File: config.mk
export PLATFORM = sky130hd
export DESIGN_NAME = dmem_arbiter
export DESIGN_NICKNAME = d
export VERILOG_FILES = /design/src/rtl/zeroheti_pkg.sv /design/src/rtl/addr_rule_match.sv /design/src/rtl/dmem_arbiter.sv
export SDC_FILE = /design/constraint.sdc
export NUM_CORES = 1
export LEC_CHECK = 0
export CAP_MARGIN = 20
export CORE_AREA = 4 4 114 116
export CTS_BUF_LIST = sky130_fd_sc_hd__clkbuf_16
export CTS_CLUSTER_DIAMETER = 40
export DETAILED_ROUTE_END_ITERATION = 8
export DIE_AREA = 0 0 118 120
export PLACE_DENSITY = 0.62
export SLEW_MARGIN = 30
export SYNTH_ARGS = -nofsm -noshare
export SYNTH_HDL_FRONTEND = slang
export SYNTH_SLANG_ARGS = --single-unit
File: constraint.sdc
create_clock -name clk_i -period 2.8 [get_ports clk_i]
set_input_delay 0.56 -clock clk_i [delete_from_list [all_inputs] [get_ports clk_i]]
set_output_delay 0.56 -clock clk_i [all_outputs]
set_load 0.05 [all_outputs]
File: src/rtl/zeroheti_pkg.sv
`default_nettype none
// ============================================================================
// Module      : zeroheti_pkg
// Description : Shared definitions for the SoC memory subsystem: master
//               count and index type, address-rule type and the address map
//               with derived data-memory sizes.
// Contents    : NumMasters, mst_idx_t, addr_rule_t, addr_map_t, AddrMap,
//               DmemSize, DmemWSize
// Revision    : 1.0 - initial release
// ============================================================================
package zeroheti_pkg;

  // Number of masters sharing the data memory (core data port + debug/SBA)
  localparam int unsigned NumMasters = 2;

  typedef logic [$clog2(NumMasters)-1:0] mst_idx_t;

  // One address-map entry: [start_addr, end_addr), byte addresses
  typedef struct packed {
    logic [31:0] start_addr;
    logic [31:0] end_addr;
  } addr_rule_t;

  typedef struct packed {
    addr_rule_t imem;
    addr_rule_t dmem;
  } addr_map_t;

  // Data memory size in bytes and in 32-bit words
  localparam int unsigned DmemSize  = 32'h0001_0000;
  localparam int unsigned DmemWSize = DmemSize / 4;

  localparam addr_map_t AddrMap = '{
    imem: '{start_addr: 32'h0000_0000, end_addr: 32'h0001_0000},
    dmem: '{start_addr: 32'h0002_0000, end_addr: 32'h0002_0000 + DmemSize}
  };

endpackage : zeroheti_pkg
`default_nettype wire

File: src/rtl/addr_rule_match.sv
`default_nettype none
// ============================================================================
// Module      : addr_rule_match
// Description : Checks whether a byte address falls inside one address-map
//               rule, i.e. start_addr <= addr < end_addr. Purely
//               combinational; one instance per map entry.
// Ports       : addr_i [31:0]  byte address to test
//               rule_i         address rule (start/end, end exclusive)
//               hit_o          1 when addr_i is inside the rule
// Revision    : 1.0 - initial release
// ============================================================================
module addr_rule_match
  import zeroheti_pkg::*;
(
  input  logic [31:0] addr_i,
  input  addr_rule_t  rule_i,
  output logic        hit_o
);

  assign hit_o = (addr_i >= rule_i.start_addr) && (addr_i < rule_i.end_addr);

endmodule : addr_rule_match
`default_nettype wire

File: src/rtl/dmem_arbiter.sv
`default_nettype none
// ============================================================================
// Module      : dmem_arbiter
// Description : Two-master round-robin arbiter in front of a single-port
//               32-bit data SRAM. Grant is combinational; every granted
//               request gets exactly one response cycle later. Requests
//               outside the dmem window are not forwarded and complete with
//               an error response.
// Ports       : clk_i, rst_ni         clock, async active-low reset
//               m_req_i/m_we_i        per-master request / write enable
//               m_addr_i/m_wdata_i    per-master byte address / write data
//               m_be_i                per-master byte enables
//               m_gnt_o               per-master grant (combinational)
//               m_rvalid_o/m_err_o    per-master response valid / error
//               m_rdata_o             per-master response read data
//               sram_*                SRAM port, read data one cycle later
// Revision    : 1.0 - initial release
// ============================================================================
module dmem_arbiter
  import zeroheti_pkg::*;
#(
  parameter logic [31:0] BaseAddr = AddrMap.dmem.start_addr,
  parameter int unsigned NumWords = DmemWSize,
  localparam int unsigned AW      = $clog2(NumWords)
) (
  input  logic                  clk_i,
  input  logic                  rst_ni,
  input  logic [1:0]            m_req_i,
  input  logic [1:0]            m_we_i,
  input  logic [1:0][31:0]      m_addr_i,
  input  logic [1:0][31:0]      m_wdata_i,
  input  logic [1:0][3:0]       m_be_i,
  output logic [1:0]            m_gnt_o,
  output logic [1:0]            m_rvalid_o,
  output logic [1:0]            m_err_o,
  output logic [1:0][31:0]      m_rdata_o,
  output logic                  sram_req_o,
  output logic                  sram_we_o,
  output logic [AW-1:0]         sram_addr_o,
  output logic [3:0]            sram_be_o,
  output logic [31:0]           sram_wdata_o,
  input  logic [31:0]           sram_rdata_i
);

  localparam logic [31:0] EndAddr  = BaseAddr + 32'(NumWords * 4);
  localparam addr_rule_t  DmemRule = '{start_addr: BaseAddr, end_addr: EndAddr};

  // Round-robin pointer: index of the master granted last
  mst_idx_t rr_q, rr_d;

  // One-entry response register
  logic     rsp_valid_q, rsp_valid_d;
  mst_idx_t rsp_owner_q, rsp_owner_d;
  logic     rsp_err_q,   rsp_err_d;
  logic     rsp_we_q,    rsp_we_d;

  logic [1:0]  req_act;
  logic        gnt_valid;
  mst_idx_t    gnt_idx;
  logic [31:0] sel_addr;
  logic [31:0] sel_offset;
  logic        in_range;

  // Requests are masked during reset so grant and SRAM strobes stay low
  assign req_act = m_req_i & {NumMasters{rst_ni}};

  // Arbitration: a lone requester always wins; on a tie the master that was
  // not granted last wins.
  always_comb begin
    gnt_valid = |req_act;
    gnt_idx   = '0;
    unique case (req_act)
      2'b01:   gnt_idx = mst_idx_t'(0);
      2'b10:   gnt_idx = mst_idx_t'(1);
      2'b11:   gnt_idx = ~rr_q;
      default: gnt_idx = '0;
    endcase
    m_gnt_o = '0;
    if (gnt_valid) begin
      m_gnt_o[gnt_idx] = 1'b1;
    end
  end

  assign sel_addr   = m_addr_i[gnt_idx];
  assign sel_offset = sel_addr - BaseAddr;

  addr_rule_match u_dmem_match (
    .addr_i (sel_addr),
    .rule_i (DmemRule),
    .hit_o  (in_range)
  );

  // SRAM port: only in-range granted accesses strobe the SRAM
  always_comb begin
    sram_req_o   = gnt_valid & in_range;
    sram_we_o    = gnt_valid & in_range & m_we_i[gnt_idx];
    sram_addr_o  = '0;
    sram_be_o    = '0;
    sram_wdata_o = '0;
    if (gnt_valid) begin
      sram_addr_o  = AW'(sel_offset >> 2);
      sram_be_o    = m_be_i[gnt_idx];
      sram_wdata_o = m_wdata_i[gnt_idx];
    end
  end

  // Next-state: every grant both moves the pointer and books a response
  always_comb begin
    rr_d        = gnt_valid ? gnt_idx : rr_q;
    rsp_valid_d = gnt_valid;
    rsp_owner_d = gnt_idx;
    rsp_err_d   = gnt_valid & ~in_range;
    rsp_we_d    = gnt_valid & m_we_i[gnt_idx];
  end

  always_ff @(posedge clk_i or negedge rst_ni) begin
    if (!rst_ni) begin
      rr_q        <= mst_idx_t'(1);
      rsp_valid_q <= 1'b0;
      rsp_owner_q <= '0;
      rsp_err_q   <= 1'b0;
      rsp_we_q    <= 1'b0;
    end else begin
      rr_q        <= rr_d;
      rsp_valid_q <= rsp_valid_d;
      rsp_owner_q <= rsp_owner_d;
      rsp_err_q   <= rsp_err_d;
      rsp_we_q    <= rsp_we_d;
    end
  end

  // Response routing: only the owner of the pending response sees anything;
  // read data is returned only for successful reads.
  always_comb begin
    m_rvalid_o = '0;
    m_err_o    = '0;
    m_rdata_o  = '0;
    if (rsp_valid_q) begin
      m_rvalid_o[rsp_owner_q] = 1'b1;
      m_err_o[rsp_owner_q]    = rsp_err_q;
      if (!rsp_err_q && !rsp_we_q) begin
        m_rdata_o[rsp_owner_q] = sram_rdata_i;
      end
    end
  end

endmodule : dmem_arbiter
`default_nettype wire

==> results of run 1 <==
## metal layers
metal,vias to the layer above,GRT usage [%],wire length [um]
li1,1212,-,-
met1,1093,14.5,3720
met2,191,25.6,5370
met3,13,4.34,1010
met4,0,3.37,193
met5,-,0,0
## flip-flops by register name, summed over array words and instances (netlist names)
signal	count
rr_q	1
rsp_err_q	1
rsp_owner_q	1
rsp_valid_q	1
rsp_we_q	1
## stage by stage
step	std cells	util (%)	hold WS, ns
final	610	48.0	0.464
after global routing	610	48.0	0.473
after CTS	610	47.9	0.460
after detailed placement	606	46.9	0.454
after global placement	606	46.9	0.449
after floorplan	175	-	0.264
## critical path, cell delays in order
cell and delay, ns:
clkdlybuf4s50_1 0.42, nor4_2 0.18, buf_4 0.15, nand4_1 0.14, or3_4 0.36, o31ai_2 0.09
clkbuf_16 0.23
## cell type report
cell class	count	area share, %
clock inverters	1	0.0657
clock buffers	3	1.31
flip-flops and latches	5	2.21
well taps	147	3.22
repair buffers	300	73.6
multi-input cells	150	19.3
inverters	4	0.306
## logic make-up after synthesis
kind of cell | after synthesis | synth area share [%]
compound gates | 53 | 34.3
buf+inv | 20 | 8.90
flops | 5 | 9.67
mux | 1 | 0.861
simple gates | 96 | 46.3
## report_power, final
part / internal (uW) / total (uW) / switching [uW]
clock: 185 / 233 / 48.1
combinational: 608 / 1150 / 537
sequential: 79.9 / 84.0 / 4.13
## path summary, 6_finish.rpt
check                      cells after the start  slack, ns                   to
hold / removal                                 2       0.46     rr_q$_DFFE_PN1P_
hold reg to reg                                2       0.46     rr_q$_DFFE_PN1P_
min in group asynchronous                      2       0.75  rsp_err_q$_DFF_PN0_
setup reg to reg                               5       1.29  rsp_err_q$_DFF_PN0_
max in group asynchronous                      2       1.86     rr_q$_DFFE_PN1P_
setup / recovery                               7        0.1            sram_we_o
## layout by cell type (no fill, tap or decap)
| master | n |
|---|---|
| clkbuf_16 | 4 |
| dlygate4sd2_1 | 3 |
| inv_1 | 4 |
| dfstp_2 | 1 |
| mux2_2 | 1 |
| inv_4 | 1 |
| dlymetal6s2s_1 | 2 |
| nor4_2 | 1 |
| nand3_4 | 1 |
| nor4_4 | 1 |
| and3_1 | 1 |
| a22o_1 | 47 |
| nor4b_2 | 1 |
| nand4_1 | 2 |
| clkdlybuf4s50_1 | 168 |
| nor2_4 | 1 |
| nor4_1 | 4 |
| nor2_2 | 1 |
| and2b_1 | 1 |
| o21ai_2 | 1 |
| a21oi_1 | 3 |
| buf_12 | 120 |
| or3_4 | 1 |
| dfrtp_1 | 4 |
| buf_4 | 6 |
| and2_1 | 67 |
| nor4b_1 | 1 |
| o21ai_0 | 1 |
| nand2_1 | 11 |
| nor3b_2 | 2 |
| o31ai_2 | 1 |
## repair_timing
item / in CTS / in global routing
pin swaps: 4 / 2
resized for setup: 8 / 6
gates cloned: 0 / 0
buffers inserted: 0 / 0
endpoints found under the setup margin: 2 / 2
==> flow_summary.ini, run 1 <==
[status]
status = finished, final reports clean

[setup_path]
endpoint_kind = output port
required_ns = 2.24
startpoint_type = input port
critical_path_class = input port to output port
crit_start = m_addr_i[28]
worstPathArrival_ns = 2.14
cp_max_fo = 2
r2r_start = rr_q$_DFFE_PN1P_

[synth]
syn_inst = 175
synth_area_per_cell_sq_um = 7.47
synth_warnings = 0
synth_seq_cells = 5
synth.most_common_cell = and2_1
synth_commonest_cells = 67 x and2_1, 47 x a22o_1, 11 x nand2_1
synth_area_leaders = and2_1 32%, a22o_1 31%, dfrtp_1 7.7%
yosysTopAreaCell = and2_1
seq_area_frac_synth_pct = 9.67
syn-cell-area_sq_um = 1310
async_flop_share_pct = 100
ys.flop_type = dfrtp_1
synth_cell_types = 25
synth_fp_nets = 349
synth_edf_count = 0
synth_top_area_share_pct = 32.1

[detailed_routing]
routed_wl_mm = 10.3
dr.pass1.iters = 4
viasPerCell = 4.11
post_drt_wl_per_cell_um = 16.9
drt_iter0_drc = 63
vias = 2509
postRouteAntennaNets = 0
drc_errors = 0

[timing]
timing.fmax_mhz = 370
period_needed_ns = 2.70
maxSlewHeadroom_pct = 64.6
rsz0062_at_grt = yes
worst_slew_pin_slew_ns = 0.530
final-hold-violation-count = 0
setup_ws_ns = 0.0994
tns_ns = 0
setup_viol = 0
finalClockSkew_ns = 0.000410
slew_viol_final = 0
post-route-period-util_pct = 96.4

[cts]
cts_made_buffers = 3
htree_levels = 1
cts_hold_buf = 0
cts.sinks = 5
clockBufferDepth = 2
clk_pin_slew_ns = 0.03
cts_root_buf = clkbuf_16
clock_latency_ns = 0.23
cts_tree = done

[final_layout]
stdcell_area_sq_um = 5720
regArea_sq_um = 126
multi_input_area_sq_um = 1100
drive_gt1_share_pct = 31.1
antenna_cells = 0
fillers = 1068
area_growth_pct = 337
nets = 638

[global_routing]
grt_max_degree = 49
grt_usage_pct = 13.5
grt_pass1_wl_mm = 15.4
overflow = 0
antenna_found_initial = 0
grt_pass1_vias = 2747

[die]
die_w_um = 118
pin_count = 296
start_util_pct = 11.0
rows = 40
die_area_sq_um = 14200
fp.dieH_um = 120
fp.coreArea_sq_um = 11900

[placed_design]
dpl_cell_area_sq_um = 5590
place_ws_ns = -0.127
portBuffers = 291
gp_congestion = 0.768

[hold_path]
worstHoldPathType = flop to flop
hp-start = rr_q$_DFFE_PN1P_

[power]
power_uw = 1460
ir_drop_uv = 170
powerDensity_nw_per_um2 = 256
p_leak_uw = 0.00234

[flow_run]
drv_cap = 0
Note: power is estimated with default switching activity, not from simulation.
==> run 2: changes to the inputs <==
--- a/config.mk
+++ b/config.mk
@@ -5,12 +5,12 @@
 export SDC_FILE = /design/constraint.sdc
 export NUM_CORES = 1
 export LEC_CHECK = 0
-export CAP_MARGIN = 20
 export CORE_AREA = 4 4 114 116
 export CTS_BUF_LIST = sky130_fd_sc_hd__clkbuf_16
 export CTS_CLUSTER_DIAMETER = 40
 export DETAILED_ROUTE_END_ITERATION = 8
 export DIE_AREA = 0 0 118 120
+export GPL_TIMING_DRIVEN = 0
 export PLACE_DENSITY = 0.62
 export SLEW_MARGIN = 30
 export SYNTH_ARGS = -nofsm -noshare
==> run 2 against run 1 <==
  * First-iteration DRC count shrank 25%
  * Maximum frequency hardly changed
  * Clock power shrank 2%
  * Final cell count grew 1.5%
  * Register-to-register slack about the same
  * Critical path type unchanged
  * Largest power group unchanged
==> flow_summary.ini, run 2 (same netlist as run 1, synthesis figures left out) <==
[final_layout]
antenna_cells = 0
nets = 647
final_common_cell = clkdlybuf4s50_1
stdcell_area_sq_um = 4310
drive_gt1_share_pct = 19.7
fillers = 1278
area_growth_pct = 229
multi_input_area_sq_um = 1090
layout_common_cells = 172 x clkdlybuf4s50_1, 67 x and2_1, 47 x a22o_1
regArea_sq_um = 126

[global_routing]
grt_pass1_wl_mm = 16.1
grt_pass1_vias = 2893
overflow = 0
grt_max_degree = 11
antenna_found_initial = 0
grt_usage_pct = 14.2

[setup_path]
crit_start = m_addr_i[25]
required_ns = 2.24
cp_max_fo = 2
startpoint_type = input port
r2r_cells = 5
critical_path_class = input port to output port
r2r_slack_ns = 1.29
r2r_start = rr_q$_DFFE_PN1P_
r2r_end = rsp_err_q$_DFF_PN0_
endpoint_kind = output port
worstPathArrival_ns = 2.14

[hold_path]
worstHoldPathType = input port to async pin

[cts]
clk_pin_slew_ns = 0.03
cts_made_buffers = 3
htree_levels = 1
clockBufferDepth = 2
clock_latency_ns = 0.22
cts_hold_buf = 0
cts_root_buf = clkbuf_16
cts_tree = done
cts.sinks = 5

[timing]
hold_ws_ns = 0.362
finalClockSkew_ns = 0.0000302
period_needed_ns = 2.70
maxSlewHeadroom_pct = 64.6
setup_ws_ns = 0.100
rsz0062_at_grt = no
post-route-period-util_pct = 96.4
final-hold-violation-count = 0
worst_slew_pin_slew_ns = 0.530
slew_viol_final = 0
timing.fmax_mhz = 370
setup_viol = 0

[detailed_routing]
routed_wl_mm = 10.8
drt_iter0_drc = 47
postRouteAntennaNets = 0
viasPerCell = 4.19
post_drt_wl_per_cell_um = 17.5
vias = 2593
dr.pass1.iters = 4
drc_errors = 0

[placed_design]
place_ws_ns = -0.915
gp_congestion = 0.792
hpwlAfterDp_mm = 10.0
portBuffers = 291
dpl_cell_area_sq_um = 4400

[power]
p_leak_uw = 0.00207
swShare_pct = 45.8
ir_drop_uv = 125
clkPwrFrac_pct = 19.4
pwr-share-seq_pct = 7.1
switchingPower_uw = 539
intPower_uw = 639
power_uw = 1180
powerDensity_nw_per_um2 = 274
power_frac_comb_pct = 73.5

[die]
start_util_pct = 11.0
die_area_sq_um = 14200
pin_count = 296
fp.coreArea_sq_um = 11900
die_w_um = 118
fp.dieH_um = 120
rows = 40

[flow_run]
drv_cap = 0

[status]
status = finished, final reports clean
run 2: cell count changes in the layout (fill, tap and decap cells not counted), moves of 5 or more:
| cell | delta |
|---|---|
| buf_12 | -120 |
| dlygate4sd2_1 | +33 |
| buf_2 | +29 |
| clkdlybuf4s15_1 | +18 |
| clkbuf_2 | +14 |
| buf_4 | +11 |
| clkdlybuf4s15_2 | +9 |
| clkbuf_4 | +5 |
run 2: repair_timing:
item	CTS	global route
resized for setup	328	48
setup buffers	2	0
pin swaps	1	4
endpoints found under the setup margin	114	72
run 2: area by class of cell:
type | instances | share of cell area (%)
repair buffers | 293 | 62.7
multi-input cells | 150 | 25.3
well taps | 147 | 4.27
flip-flops and latches | 5 | 2.93
plain buffers | 16 | 2.41
clock buffers | 3 | 1.74
inverters | 4 | 0.523
clock inverters | 1 | 0.0872
run 2: per-stage QoR:
| step | utilization, % | std cells | TNS, ns |
|---|---|---|---|
| final | 36.2 | 619 | 0 |
| after global routing | 36.2 | 619 | 0 |
| after CTS | 36.0 | 619 | 0 |
| after detailed placement | 37.0 | 613 | -37.02 |
| after global placement | 37.0 | 613 | -35.50 |
| after floorplan | - | 175 | 0 |
run 2: power groups by stage:
stage / Clock, uW / Combinational, uW / Sequential (uW)
final: 228 / 866 / 83.9
after global routing: 238 / 907 / 85.1
after CTS: 232 / 872 / 84.1
after detailed placement: 0 / 921 / 84.9
after global placement: 0 / 915 / 84.5
after floorplan: 0 / 459 / 83.9
run 2: worst max path at each step:
stage / endpoint / slack [ns] / depth (start not counted)
after global placement: sram_addr_o[13] / -0.88 / 7
after floorplan: sram_we_o / 0.08 / 3
after global routing: m_rdata_o[29] / 0.002 / 5
final: sram_we_o / 0.10 / 6
after CTS: sram_wdata_o[4] / 0.0001 / 9
after detailed placement: sram_addr_o[13] / -0.92 / 7
run 2: critical path, stage by stage:
cell,delay (ns)
clkdlybuf4s50_1,0.41
nor4_2,0.33
nand4_1,0.19
or3_1,0.34
o31ai_1,0.07
buf_4,0.24
run 2: metal layers:
layer  GRT usage, %  part of all wire, %
met1           14.4                   36
met4           3.30                  1.7
met5              0                    0
met3           4.95                   10
met2           27.7                   53
